--- src/rtl/atr_gpio_mux_if.sv ---
// rtl/atr_gpio_mux_if.sv - register write strobe bus for atr_gpio_mux
interface atr_gpio_mux_if;
  logic        wr_stb;
  logic [2:0]  wr_addr;
  logic [15:0] wr_data;

  modport master (
    output wr_stb,
    output wr_addr,
    output wr_data
  );

  modport slave (
    input wr_stb,
    input wr_addr,
    input wr_data
  );
endinterface

--- src/rtl/atr_gpio_mux.sv ---
// rtl/atr_gpio_mux.sv - ATR flag to GPIO pattern mux with break-before-make guard
module atr_gpio_mux #(
  parameter int WIDTH   = 16,
  parameter int GUARD_W = 8
) (
  input  logic               clk_i,
  input  logic               rst_ni,
  input  logic               ena_i,
  input  logic               atr_tx_i,
  atr_gpio_mux_if.slave      reg_if,
  input  logic [WIDTH-1:0]   gpio_manual_i,
  output logic [WIDTH-1:0]   gpio_o,
  output logic [1:0]         atr_state_o,
  output logic               busy_o
);

  typedef enum logic [1:0] {
    ST_RX    = 2'b00,
    ST_GUARD = 2'b01,
    ST_TX    = 2'b10
  } state_e;

  localparam logic [GUARD_W-1:0] GUARD_ONE  = 1;
  localparam logic [GUARD_W-1:0] GUARD_ZERO = 0;

  state_e             state_q;
  logic [GUARD_W-1:0] cnt_q;

  logic [WIDTH-1:0]   rx_pat_q;
  logic [WIDTH-1:0]   tx_pat_q;
  logic [WIDTH-1:0]   idle_pat_q;
  logic [WIDTH-1:0]   atr_mask_q;
  logic [GUARD_W-1:0] guard_q;

  logic [WIDTH-1:0]   wr_pat;
  logic [GUARD_W-1:0] wr_guard;
  logic [WIDTH-1:0]   atr_pat;
  logic [WIDTH-1:0]   gpio_q;

  // Fit the fixed 16-bit write data to the pattern and guard widths.
  generate
    if (WIDTH > 16) begin : g_pat_ext
      assign wr_pat = {{(WIDTH - 16){1'b0}}, reg_if.wr_data};
    end else begin : g_pat_trunc
      assign wr_pat = reg_if.wr_data[WIDTH-1:0];
    end
    if (GUARD_W > 16) begin : g_guard_ext
      assign wr_guard = {{(GUARD_W - 16){1'b0}}, reg_if.wr_data};
    end else begin : g_guard_trunc
      assign wr_guard = reg_if.wr_data[GUARD_W-1:0];
    end
  endgenerate

  // Register file; addresses 5-7 are decoded to nothing so writes there are dropped.
  always_ff @(posedge clk_i or negedge rst_ni) begin
    if (!rst_ni) begin
      rx_pat_q   <= '0;
      tx_pat_q   <= '0;
      idle_pat_q <= '0;
      atr_mask_q <= '0;
      guard_q    <= '0;
    end else if (reg_if.wr_stb) begin
      case (reg_if.wr_addr)
        3'd0:    rx_pat_q   <= wr_pat;
        3'd1:    tx_pat_q   <= wr_pat;
        3'd2:    idle_pat_q <= wr_pat;
        3'd3:    atr_mask_q <= wr_pat;
        3'd4:    guard_q    <= wr_guard;
        default: ;
      endcase
    end
  end

  // RX/GUARD/TX sequencer; guard length is latched into cnt on entry so a
  // mid-interval guard rewrite only affects the next transition.
  always_ff @(posedge clk_i or negedge rst_ni) begin
    if (!rst_ni) begin
      state_q <= ST_RX;
      cnt_q   <= '0;
    end else if (!ena_i) begin
      state_q <= ST_RX;
      cnt_q   <= '0;
    end else begin
      case (state_q)
        ST_RX: begin
          if (atr_tx_i) begin
            if (guard_q == GUARD_ZERO) begin
              state_q <= ST_TX;
            end else begin
              state_q <= ST_GUARD;
              cnt_q   <= guard_q - GUARD_ONE;
            end
          end
        end
        ST_TX: begin
          if (!atr_tx_i) begin
            if (guard_q == GUARD_ZERO) begin
              state_q <= ST_RX;
            end else begin
              state_q <= ST_GUARD;
              cnt_q   <= guard_q - GUARD_ONE;
            end
          end
        end
        ST_GUARD: begin
          // Target is chosen only on the exit cycle; atr_tx_i activity
          // inside the interval neither restarts nor extends it.
          if (cnt_q != GUARD_ZERO) begin
            cnt_q <= cnt_q - GUARD_ONE;
          end else begin
            state_q <= atr_tx_i ? ST_TX : ST_RX;
          end
        end
        default: begin
          state_q <= ST_RX;
          cnt_q   <= '0;
        end
      endcase
    end
  end

  // Pattern selected by the current state; idle pattern while guarding.
  always_comb begin
    atr_pat = rx_pat_q;
    case (state_q)
      ST_GUARD: atr_pat = idle_pat_q;
      ST_TX:    atr_pat = tx_pat_q;
      default:  atr_pat = rx_pat_q;
    endcase
  end

  // Pin drive: masked bits follow the ATR pattern, the rest follow software.
  always_ff @(posedge clk_i or negedge rst_ni) begin
    if (!rst_ni) begin
      gpio_q <= '0;
    end else begin
      gpio_q <= (atr_pat & atr_mask_q) | (gpio_manual_i & ~atr_mask_q);
    end
  end

  assign gpio_o      = gpio_q;
  assign atr_state_o = state_q;
  assign busy_o      = (state_q == ST_GUARD);

endmodule
--- src/flat_wrapper.sv ---
// flat-port wrapper written by rule: the top's interface ports become plain ports
module atr_gpio_mux_flat 
#(
  parameter int WIDTH   = 16,
  parameter int GUARD_W = 8
)
  (clk_i, rst_ni, ena_i, atr_tx_i, gpio_manual_i, gpio_o, atr_state_o, busy_o, reg_if_wr_stb, reg_if_wr_addr, reg_if_wr_data);
  atr_gpio_mux_if reg_if_i ();
  input  logic clk_i;
  input  logic rst_ni;
  input  logic ena_i;
  input  logic atr_tx_i;
  input  logic [WIDTH-1:0] gpio_manual_i;
  output logic [WIDTH-1:0] gpio_o;
  output logic [1:0] atr_state_o;
  output logic busy_o;
  input wire logic [$bits(reg_if_i.wr_stb)-1:0] reg_if_wr_stb;
  input wire logic [$bits(reg_if_i.wr_addr)-1:0] reg_if_wr_addr;
  input wire logic [$bits(reg_if_i.wr_data)-1:0] reg_if_wr_data;
  assign reg_if_i.wr_stb = reg_if_wr_stb;
  assign reg_if_i.wr_addr = reg_if_wr_addr;
  assign reg_if_i.wr_data = reg_if_wr_data;
  atr_gpio_mux #(.WIDTH(WIDTH), .GUARD_W(GUARD_W)) u_core (.clk_i(clk_i), .rst_ni(rst_ni), .ena_i(ena_i), .atr_tx_i(atr_tx_i), .reg_if(reg_if_i), .gpio_manual_i(gpio_manual_i), .gpio_o(gpio_o), .atr_state_o(atr_state_o), .busy_o(busy_o));
endmodule
--- config.mk ---
export PLATFORM = sky130hd
export DESIGN_NAME = atr_gpio_mux_flat
export DESIGN_NICKNAME = d
export VERILOG_FILES = /design/src/rtl/atr_gpio_mux_if.sv /design/src/rtl/atr_gpio_mux.sv /design/src/flat_wrapper.sv
export SDC_FILE = /design/constraint.sdc
export NUM_CORES = 1
export LEC_CHECK = 0
export CORE_MARGIN = 8
export CORE_UTILIZATION = 52
export CTS_BUF_LIST = sky130_fd_sc_hd__clkbuf_2 sky130_fd_sc_hd__clkbuf_4 sky130_fd_sc_hd__clkbuf_8
export CTS_CLUSTER_SIZE = 12
export DETAILED_ROUTE_END_ITERATION = 10
export PLACE_DENSITY = 0.79
export SYNTH_ARGS = -nofsm -noshare
export SYNTH_HDL_FRONTEND = slang
export SYNTH_SLANG_ARGS = --single-unit
--- constraint.sdc ---
create_clock -name clk_i -period 2 [get_ports clk_i]
set_input_delay 0.4 -clock clk_i [delete_from_list [all_inputs] [get_ports clk_i]]
set_output_delay 0.4 -clock clk_i [all_outputs]
set_load 0.02 [all_outputs]
# Yosys cells after proc, flatten, opt, wreduce, memory -nomap -nowiden
# Cells that the tools add are included.
# word_totals
input_bits	40
output_inout_bits	19
word_cells	50
ff_bits	98
# classes
n_mux	15
add_sub_neg	2
bitwise_logic	4
eq_ne	10
n_reduce_logical	11
# ops
operator	count
8-bit 2-to-1 mux	5
16-bit bitwise AND	2
16-bit case mux with 2 select lines	1
8-bit case mux with 3 select lines	1
16-bit NOT	1
16-bit OR	1
8-bit by 1-bit subtractor with 8-bit output (second input constant)	2
2-bit 2-to-1 mux	6
2-bit AND reduction	5
3-bit != test (second input constant)	3
8-bit logical NOT	1
8-bit nonzero test	1
3-bit by 2-bit equality test with 1-bit output (second input constant)	2
2-bit case mux with 3 select lines	1
3-bit AND reduction	2
3-bit by 1-bit equality test with 1-bit output (second input constant)	1
3-bit equality test (second input constant)	1
3-bit logical NOT	1
3-bit by 2-bit != test with 1-bit output (second input constant)	1
2-bit by 1-bit equality test with 1-bit output (second input constant)	1
2-bit equality test (second input constant)	1
2-bit logical NOT	1
1-bit 2-to-1 mux	1

# Depth between registers and ports, before layout
# Gate-level depths: netlist of run 1.
# logic_depth
depth_word	5
depth_mapped	9
ltp_nobuf	7

# Worst setup path after synthesis of run 1
# No wires, ideal clock.
# synth_path
path_kind	register -> register
startpoint	register u_core.state_q[1], in the netlist u_core.atr_state_o[1]
endpoint	register u_core.cnt_q[2]
t_required_ps	1875
arrival_time_ps	2228
slack_ps	-353
stages_incl_launch_ff	10
synth_period_minus_slack_ps	2353
n_path_buf	2
setup_ps	125
cell_sequence	dfrtp_1 inv_1 ha_1 buf_4 clkbuf_1 mux2i_1 ha_1 xor2_1 nor2_1 mux2_4
# synth_via
elab_chain_cells	3
word_cells_on_any_way	9
classes_between	5 x eq/ne; 2 x mux; 2 x reduce/logical
# synth_rtl
item	line	source
start: declaration	atr_gpio_mux.sv:26	state_e state_q;
start signal: assignment	atr_gpio_mux.sv:111	state_q <= atr_tx_i ? ST_TX : ST_RX;
2-bit by 1-bit equality test with 1-bit output *	n/a	
net busy_o	flat_wrapper.sv:16	output logic busy_o;
3-bit by 2-bit != test with 1-bit output (no line) / 8-bit case mux with 3 select lines (equally long branches)	n/a	
3-bit AND reduction (no line) / 8-bit 2-to-1 mux (equally long branches)	n/a	
end signal: assignment	atr_gpio_mux.sv:91	cnt_q <= guard_q - GUARD_ONE;
end signal: assignment	atr_gpio_mux.sv:101	cnt_q <= guard_q - GUARD_ONE;
end signal: assignment	atr_gpio_mux.sv:109	cnt_q <= cnt_q - GUARD_ONE;
end: declaration	atr_gpio_mux.sv:27	logic [GUARD_W-1:0] cnt_q;
# The timed path passes the listed nets; every way through them passes the cells marked *.
# A chain may end at the register's enable or synchronous reset.

# Worst setup path in the final report of run 1
# layout_path
startpoint	register u_core.state_q[1], in the netlist u_core.atr_state_o[1]
endpoint	output busy_o
# layout_via
elab_chain_cells	1
# layout_rtl
item	line	source
2-bit by 1-bit equality test with 1-bit output	atr_gpio_mux.sv:143	assign busy_o = (state_q == ST_GUARD);
end: declaration	flat_wrapper.sv:16	
# No other way between the ends.

==> results.sh, run 1 <==
export IMPL_status="finished clean"
export IMPL_synth_nets=383
export IMPL_drt_first_pass_iters=4
export IMPL_slowest_delay_ps=460
export IMPL_globalplace_congestion=0.811
export IMPL_drv_slew=0
export IMPL_cts_tree="yes"
export IMPL_drive_gt1_share_pct=17.0
export IMPL_drc=0
export IMPL_power_leakage_nw=2.38
export IMPL_cts_root_buf="clkbuf_8"
export IMPL_pwr_share_clk_pct=20.0
export IMPL_syn_inst=338
export IMPL_hold_path_class="reg -> reg"
export IMPL_p_per_area_mw_per_mm2=1260
export IMPL_crit_type="reg -> out"
export IMPL_grt_use_total_pct=16.8
export IMPL_cts_made_buffers=9
export IMPL_max_slew_margin_pct=73.6
export IMPL_grt_max_degree=63
export IMPL_synth_cell_types=48
export IMPL_htree_levels=3
export IMPL_regArea_sq_mm=0.00245
export IMPL_crit_path_top_delay_cell="dfrtp_2"
export IMPL_die_area_sq_mm=0.0119
export IMPL_diodes=0
export IMPL_synth_top_area_share_pct=54.6
export IMPL_multi_input_area_sq_mm=0.00196
export IMPL_timing_final_crit_period_ps=1930
export IMPL_die_w_um=109
export IMPL_cap_viol_max_count=0
export IMPL_worst_slew_pin_slew_ps=392
export IMPL_antenna_left=0
export IMPL_start_util_pct=52.5
export IMPL_post_cts_buffers=0
export IMPL_clock_sinks=98
export IMPL_clockBufferDepth=2
export IMPL_io_buffers=58
export IMPL_worst_setup_path_end_kind="primary output"
export IMPL_skew_ps=13.4
export IMPL_synth_top_area_cell="dfrtp_1"
export IMPL_swShare_pct=34.0
export IMPL_yosys_warnings=0
export IMPL_p_comb_share_pct=38.8
export IMPL_grt_first_pass_wirelength_mm=15.8
export IMPL_intPower_w=0.00466
export IMPL_nFillCells=636
export IMPL_dp_hpwl_mm=6.62
export IMPL_synthTopCellsByArea="dfrtp_1 (55%), mux2_1 (18%), mux2_2 (4.3%)"
export IMPL_num_vias=2931
export IMPL_grt_pass1_vias=3152
export IMPL_fp_coreArea_sq_mm=0.00855
export IMPL_synth_area_sq_mm=0.00449
export IMPL_fmax_mhz=519
export IMPL_required_ps=1600
export IMPL_synth_area_per_cell_sq_um=13.3
export IMPL_rsz0062_at_grt="false"
export IMPL_io_pins=59
export IMPL_async_flop_share_pct=100
export IMPL_die_y_um=109
export IMPL_area_delta_synth_final_pct=25.2
export IMPL_routedWlPerCell_um=17.9
export IMPL_hold_violations=0
export IMPL_start_kind="flip-flop"
export IMPL_grt_overflow=0
export IMPL_arrival_ps=1530
export IMPL_synth_ff_type="dfrtp_1"
export IMPL_placementRows=34
export IMPL_ys_ff_latch=98
export IMPL_switchingPower_w=0.00240
export IMPL_synthMostInstantiatedCell="dfrtp_1"
export IMPL_yosys_top_cells_count="dfrtp_1 (98), mux2_1 (73), nor2_1 (25)"
export IMPL_path_clk_slew_ps=100
export IMPL_fin_setup_tns_ps=0
export IMPL_nets=457
export IMPL_power_w=0.00706
export IMPL_path_max_fanout=17
export IMPL_antenna_found_initial=0
export IMPL_clk_latency_ps=350
export IMPL_crit_chain="inv_2 > ha_4 > dlygate4sd2_1"
export IMPL_setup_viol=0
export IMPL_ir_worst_vdd_v=0.000603
export IMPL_period_share_pct=96.3
export IMPL_seqPwrFrac_pct=41.2
export IMPL_wl_mm=9.38
export IMPL_drtIter0Drc=89
export IMPL_synth_edf_count=0
export IMPL_ys_seq_area_share_pct=54.6
export IMPL_vias_per_cell=5.58
[flip-flops by register name, indices dropped and copies added, names as in the netlist]
register / count
u_core.atr_mask_q: 16
u_core.atr_state_o: 2
u_core.cnt_q: 8
u_core.gpio_o: 16
u_core.guard_q: 8
u_core.idle_pat_q: 16
u_core.rx_pat_q: 16
u_core.tx_pat_q: 16
[cells in the final DEF, fill, tap and decap left out, drive strengths merged, types with 6 or more instances in the layout]
cell,synthesis,final
buf,10,20
nand2,7,7
clkdlybuf4s50,0,56
dfrtp,98,98
mux2i,9,9
a22oi,16,16
nor3,6,6
clkbuf,5,10
nor4,6,6
a21oi,19,19
mux2,93,93
nor2,26,26
[metrics by stage]
| step | worst slack [ps] | instance area [sq um] | hold WS [ps] | cells | util, % |
|---|---|---|---|---|---|
| 2_1_floorplan | 18.9 | 4520 | 104 | 338 | - |
| 3_3_place_gp | 55.1 | 5380 | 386 | 508 | 63.0 |
| 3_5_place_dp | 18.0 | 5380 | 386 | 508 | 63.0 |
| 4_1_cts | 54.8 | 5620 | 494 | 525 | 65.7 |
| 5_1_grt | 6.11 | 5620 | 498 | 525 | 65.8 |
| 6_report | 73.8 | 5620 | 492 | 525 | 65.8 |
[timing repair]
action,CTS,global route
hold buffers,1,0
gates resized for setup,1,1
endpoints found under the hold margin,4,0
setup endpoints to repair,1,1
[worst max-delay path: cells and delay by family (launching register included)]
family     cells  cell delay, ps
buf+inv        2             460
fa+ha+maj      1             260
flops          1             460
[power by group through the flow]
stage | Sequential, W | Clock (W) | Combinational, W
floorplan | 0.00307 | 0 | 0.00155
global placement | 0.00291 | 0 | 0.00267
detailed placement | 0.00294 | 0 | 0.00275
CTS | 0.00291 | 0.00144 | 0.00276
global route | 0.00298 | 0.00153 | 0.00296
finish | 0.00291 | 0.00141 | 0.00274
[per-layer routing]
layer	global-route usage, %	part of all wire, %	vias to the layer above
met5	0	0	-
met4	6.16	1.2	0
met3	3.07	3.6	11
met2	27.4	50	55
met1	21.9	45	1489
li1	-	-	1376
[worst paths after layout]
kind	startpoint	end	slack, ps	depth (start not counted)
max in group asynchronous	rst_ni	u_core.idle_pat_q[5]$_DFFE_PN0P_	1120	3
worst max-delay path	u_core.atr_state_o[1]$_DFFE_PN0P_	busy_o	70	3
worst min register to register	u_core.rx_pat_q[9]$_DFFE_PN0P_	u_core.rx_pat_q[9]$_DFFE_PN0P_	490	1
min in group asynchronous	rst_ni	u_core.cnt_q[3]$_DFFE_PN0P_	550	3
worst min-delay path	u_core.rx_pat_q[9]$_DFFE_PN0P_	u_core.rx_pat_q[9]$_DFFE_PN0P_	490	1
worst max register to register	u_core.atr_state_o[1]$_DFFE_PN0P_	u_core.cnt_q[2]$_DFFE_PN0P_	100	7
[area by class of cell]
type | instances | area share (%)
clock buffers | 10 | 2.45
clock inverters | 6 | 1.56
inverters | 4 | 0.267
multi-input cells | 221 | 34.9
flip-flops and latches | 98 | 43.7
well taps | 108 | 2.40
repair buffers | 78 | 14.8
[cells by family (layout without fill, tap and decap cells)]
family | Yosys count | count (layout) | share of synthesized area [%]
mux | 102 | 102 | 25.6
flops | 98 | 98 | 54.6
buf+inv | 19 | 98 | 2.14
fa+ha+maj | 5 | 5 | 1.39
xor+xnor | 3 | 3 | 0.585
simple gates | 64 | 64 | 8.75
compound gates | 47 | 47 | 6.96
No activity file was read; power rests on OpenSTA's default activity.
==> run 2: changes to the inputs <==
--- a/config.mk
+++ b/config.mk
@@ -6,11 +6,11 @@
 export NUM_CORES = 1
 export LEC_CHECK = 0
 export CORE_MARGIN = 8
-export CORE_UTILIZATION = 52
-export CTS_BUF_LIST = sky130_fd_sc_hd__clkbuf_2 sky130_fd_sc_hd__clkbuf_4 sky130_fd_sc_hd__clkbuf_8
+export CORE_UTILIZATION = 61
+export CTS_BUF_LIST = sky130_fd_sc_hd__clkbuf_8
 export CTS_CLUSTER_SIZE = 12
 export DETAILED_ROUTE_END_ITERATION = 10
-export PLACE_DENSITY = 0.79
+export PLACE_DENSITY = 0.87
 export SYNTH_ARGS = -nofsm -noshare
 export SYNTH_HDL_FRONTEND = slang
 export SYNTH_SLANG_ARGS = --single-unit
==> constraint.sdc (replaced) <==
create_clock -name clk_i -period 2.4 [get_ports clk_i]
set_input_delay 0.48 -clock clk_i [delete_from_list [all_inputs] [get_ports clk_i]]
set_output_delay 0.48 -clock clk_i [all_outputs]
set_load 0.02 [all_outputs]
==> run 2 against run 1 <==
Net effect: via count grew 0.75%; global-route usage increased by 2.5 points; sequential share of layout area up 1.5 points; highest routed layer unchanged.
==> results.sh, run 2 (same netlist as run 1, synthesis figures left out) <==
export IMPL_worstRegToRegCells=7
export IMPL_worst_slew_pin_slew_ps=541
export IMPL_drv_slew=0
export IMPL_fin_setup_tns_ps=0
export IMPL_diodes=0
export IMPL_io_pins=59
export IMPL_pwr_share_clk_pct=19.3
export IMPL_grt_max_degree=58
export IMPL_drive_gt1_share_pct=13.7
export IMPL_p_per_area_mw_per_mm2=1050
export IMPL_htree_levels=3
export IMPL_timing_final_crit_period_ps=2240
export IMPL_slowest_delay_ps=640
export IMPL_design_area_sq_mm=0.00543
export IMPL_period_share_pct=93.2
export IMPL_grt_pass1_vias=3207
export IMPL_path_clk_slew_ps=90
export IMPL_drt_first_pass_iters=4
export IMPL_hold_violations=0
export IMPL_post_cts_buffers=0
export IMPL_switchingPower_w=0.00199
export IMPL_seqPwrFrac_pct=42.6
export IMPL_final_common_cell="dfrtp_1"
export IMPL_die_area_sq_mm=0.0104
export IMPL_p_comb_share_pct=38.0
export IMPL_vias_per_cell=5.82
export IMPL_start_kind="flip-flop"
export IMPL_clock_sinks=98
export IMPL_die_w_um=102
export IMPL_timing_rr_start="u_core.atr_state_o[1]$_DFFE_PN0P_"
export IMPL_grt_first_pass_wirelength_mm=15.7
export IMPL_crit_path_top_delay_cell="clkdlybuf4s50_1"
export IMPL_required_ps=1920
export IMPL_grt_use_total_pct=19.3
export IMPL_die_y_um=102
export IMPL_antenna_left=0
export IMPL_globalplace_congestion=0.828
export IMPL_worst_setup_path_end_kind="primary output"
export IMPL_nets=448
export IMPL_skew_ps=13.8
export IMPL_rsz0062_at_grt="false"
export IMPL_swShare_pct=34.9
export IMPL_status="finished clean"
export IMPL_cts_made_buffers=9
export IMPL_num_vias=2953
export IMPL_area_delta_synth_final_pct=20.9
export IMPL_r2r_slack_ps=320
export IMPL_io_buffers=58
export IMPL_ir_worst_vdd_v=0.000743
export IMPL_final_cell_mix="dfrtp_1 (98), mux2_1 (73), clkdlybuf4s50_1 (57)"
export IMPL_path_max_fanout=5
export IMPL_routedWlPerCell_um=18.5
export IMPL_hold_path_class="in -> async"
export IMPL_placed_cell_area_sq_mm=0.00521
export IMPL_wl_mm=9.37
export IMPL_fmax_mhz=447
export IMPL_drc=0
export IMPL_power_leakage_nw=2.30
export IMPL_cap_viol_max_count=0
export IMPL_crit_chain="inv_1 > ha_1 > clkdlybuf4s50_1"
export IMPL_cts_root_buf="clkbuf_8"
export IMPL_dp_hpwl_mm=6.50
export IMPL_antenna_found_initial=0
export IMPL_crit_type="reg -> out"
export IMPL_clk_latency_ps=350
export IMPL_fp_coreArea_sq_mm=0.00718
export IMPL_intPower_w=0.00371
export IMPL_grt_overflow=0
export IMPL_placementRows=31
export IMPL_setup_viol=0
export IMPL_clockBufferDepth=2
export IMPL_max_slew_margin_pct=63.9
export IMPL_r2r_end="u_core.cnt_q[7]$_DFFE_PN0P_"
export IMPL_start_util_pct=62.6
export IMPL_cts_tree="yes"
export IMPL_arrival_ps=1760
export IMPL_drtIter0Drc=127
==> run 2: changes by cell type in the layout (fill, tap and decap cells not counted), moves of 2 or more <==
| cell | delta |
|---|---|
| buf_12 | -6 |
| buf_4 | -3 |
| dfrtp_2 | -2 |
| ha_1 | +2 |
| dfrtp_1 | +2 |
==> run 2: power by group through the flow <==
stage | Combinational (W) | Sequential (W) | Clock (W)
floorplan | 0.00126 | 0.00255 | 0
finish | 0.00217 | 0.00243 | 0.00110
global placement | 0.00210 | 0.00243 | 0
CTS | 0.00219 | 0.00243 | 0.00113
global route | 0.00237 | 0.00249 | 0.00119
detailed placement | 0.00217 | 0.00245 | 0
==> run 2: area by class of cell <==
cell class              count  area, sq um
flip-flops and latches     98         2450
fillers                   452         1740
clock inverters             6         72.6
repair buffers             69          688
multi-input cells         221         1940
inverters                   4         15.0
well taps                  99          124
clock buffers              10          138
==> run 2: worst max-delay path, delay by kind of cell, from the launching register on <==
family	cells	cell delay, ps
buffers and inverters	2	730
DFF	1	440
adders and majority gates	1	240
==> run 2: per-layer routing <==
layer,track usage (%),vias up,wire (um)
met4,4.40,0,66
met1,23.9,1520,4070
li1,-,1359,-
met5,0,-,0
met3,4.02,6,362
met2,34.0,68,4870
==> run 2: repair_timing <==
action	CTS	global route
resized for setup	0	0
endpoints found under the hold margin	4	0
hold buffers	1	0
==> run 2: worst max-delay path by stage <==
stage                                      startpoint                          endpoint  slack (ps)  cells after the start
global route        u_core.atr_state_o[1]$_DFFE_PN0P_                            busy_o          80                      3
CTS                 u_core.atr_state_o[1]$_DFFE_PN0P_                            busy_o         130                      3
global placement                    reg_if_wr_addr[1]  u_core.atr_mask_q[6]$_DFFE_PN0P_         220                      3
detailed placement                  reg_if_wr_addr[1]  u_core.atr_mask_q[6]$_DFFE_PN0P_          50                      3
floorplan           u_core.atr_state_o[1]$_DFFE_PN0P_       u_core.cnt_q[2]$_DFFE_PN0P_          50                      9
finish              u_core.atr_state_o[1]$_DFFE_PN0P_                            busy_o         160                      3
==> run 2: stage by stage <==
stage,hold WS [ps],setup slack [ps],cells,util (%),total power [W]
2_1_floorplan,184,47.1,338,-,0.00381
3_3_place_gp,292,223,490,72.6,0.00453
3_5_place_dp,293,45.5,490,72.6,0.00462
4_1_cts,458,133,507,75.7,0.00574
5_1_grt,470,75.3,507,75.7,0.00605
6_report,476,164,507,75.7,0.00571
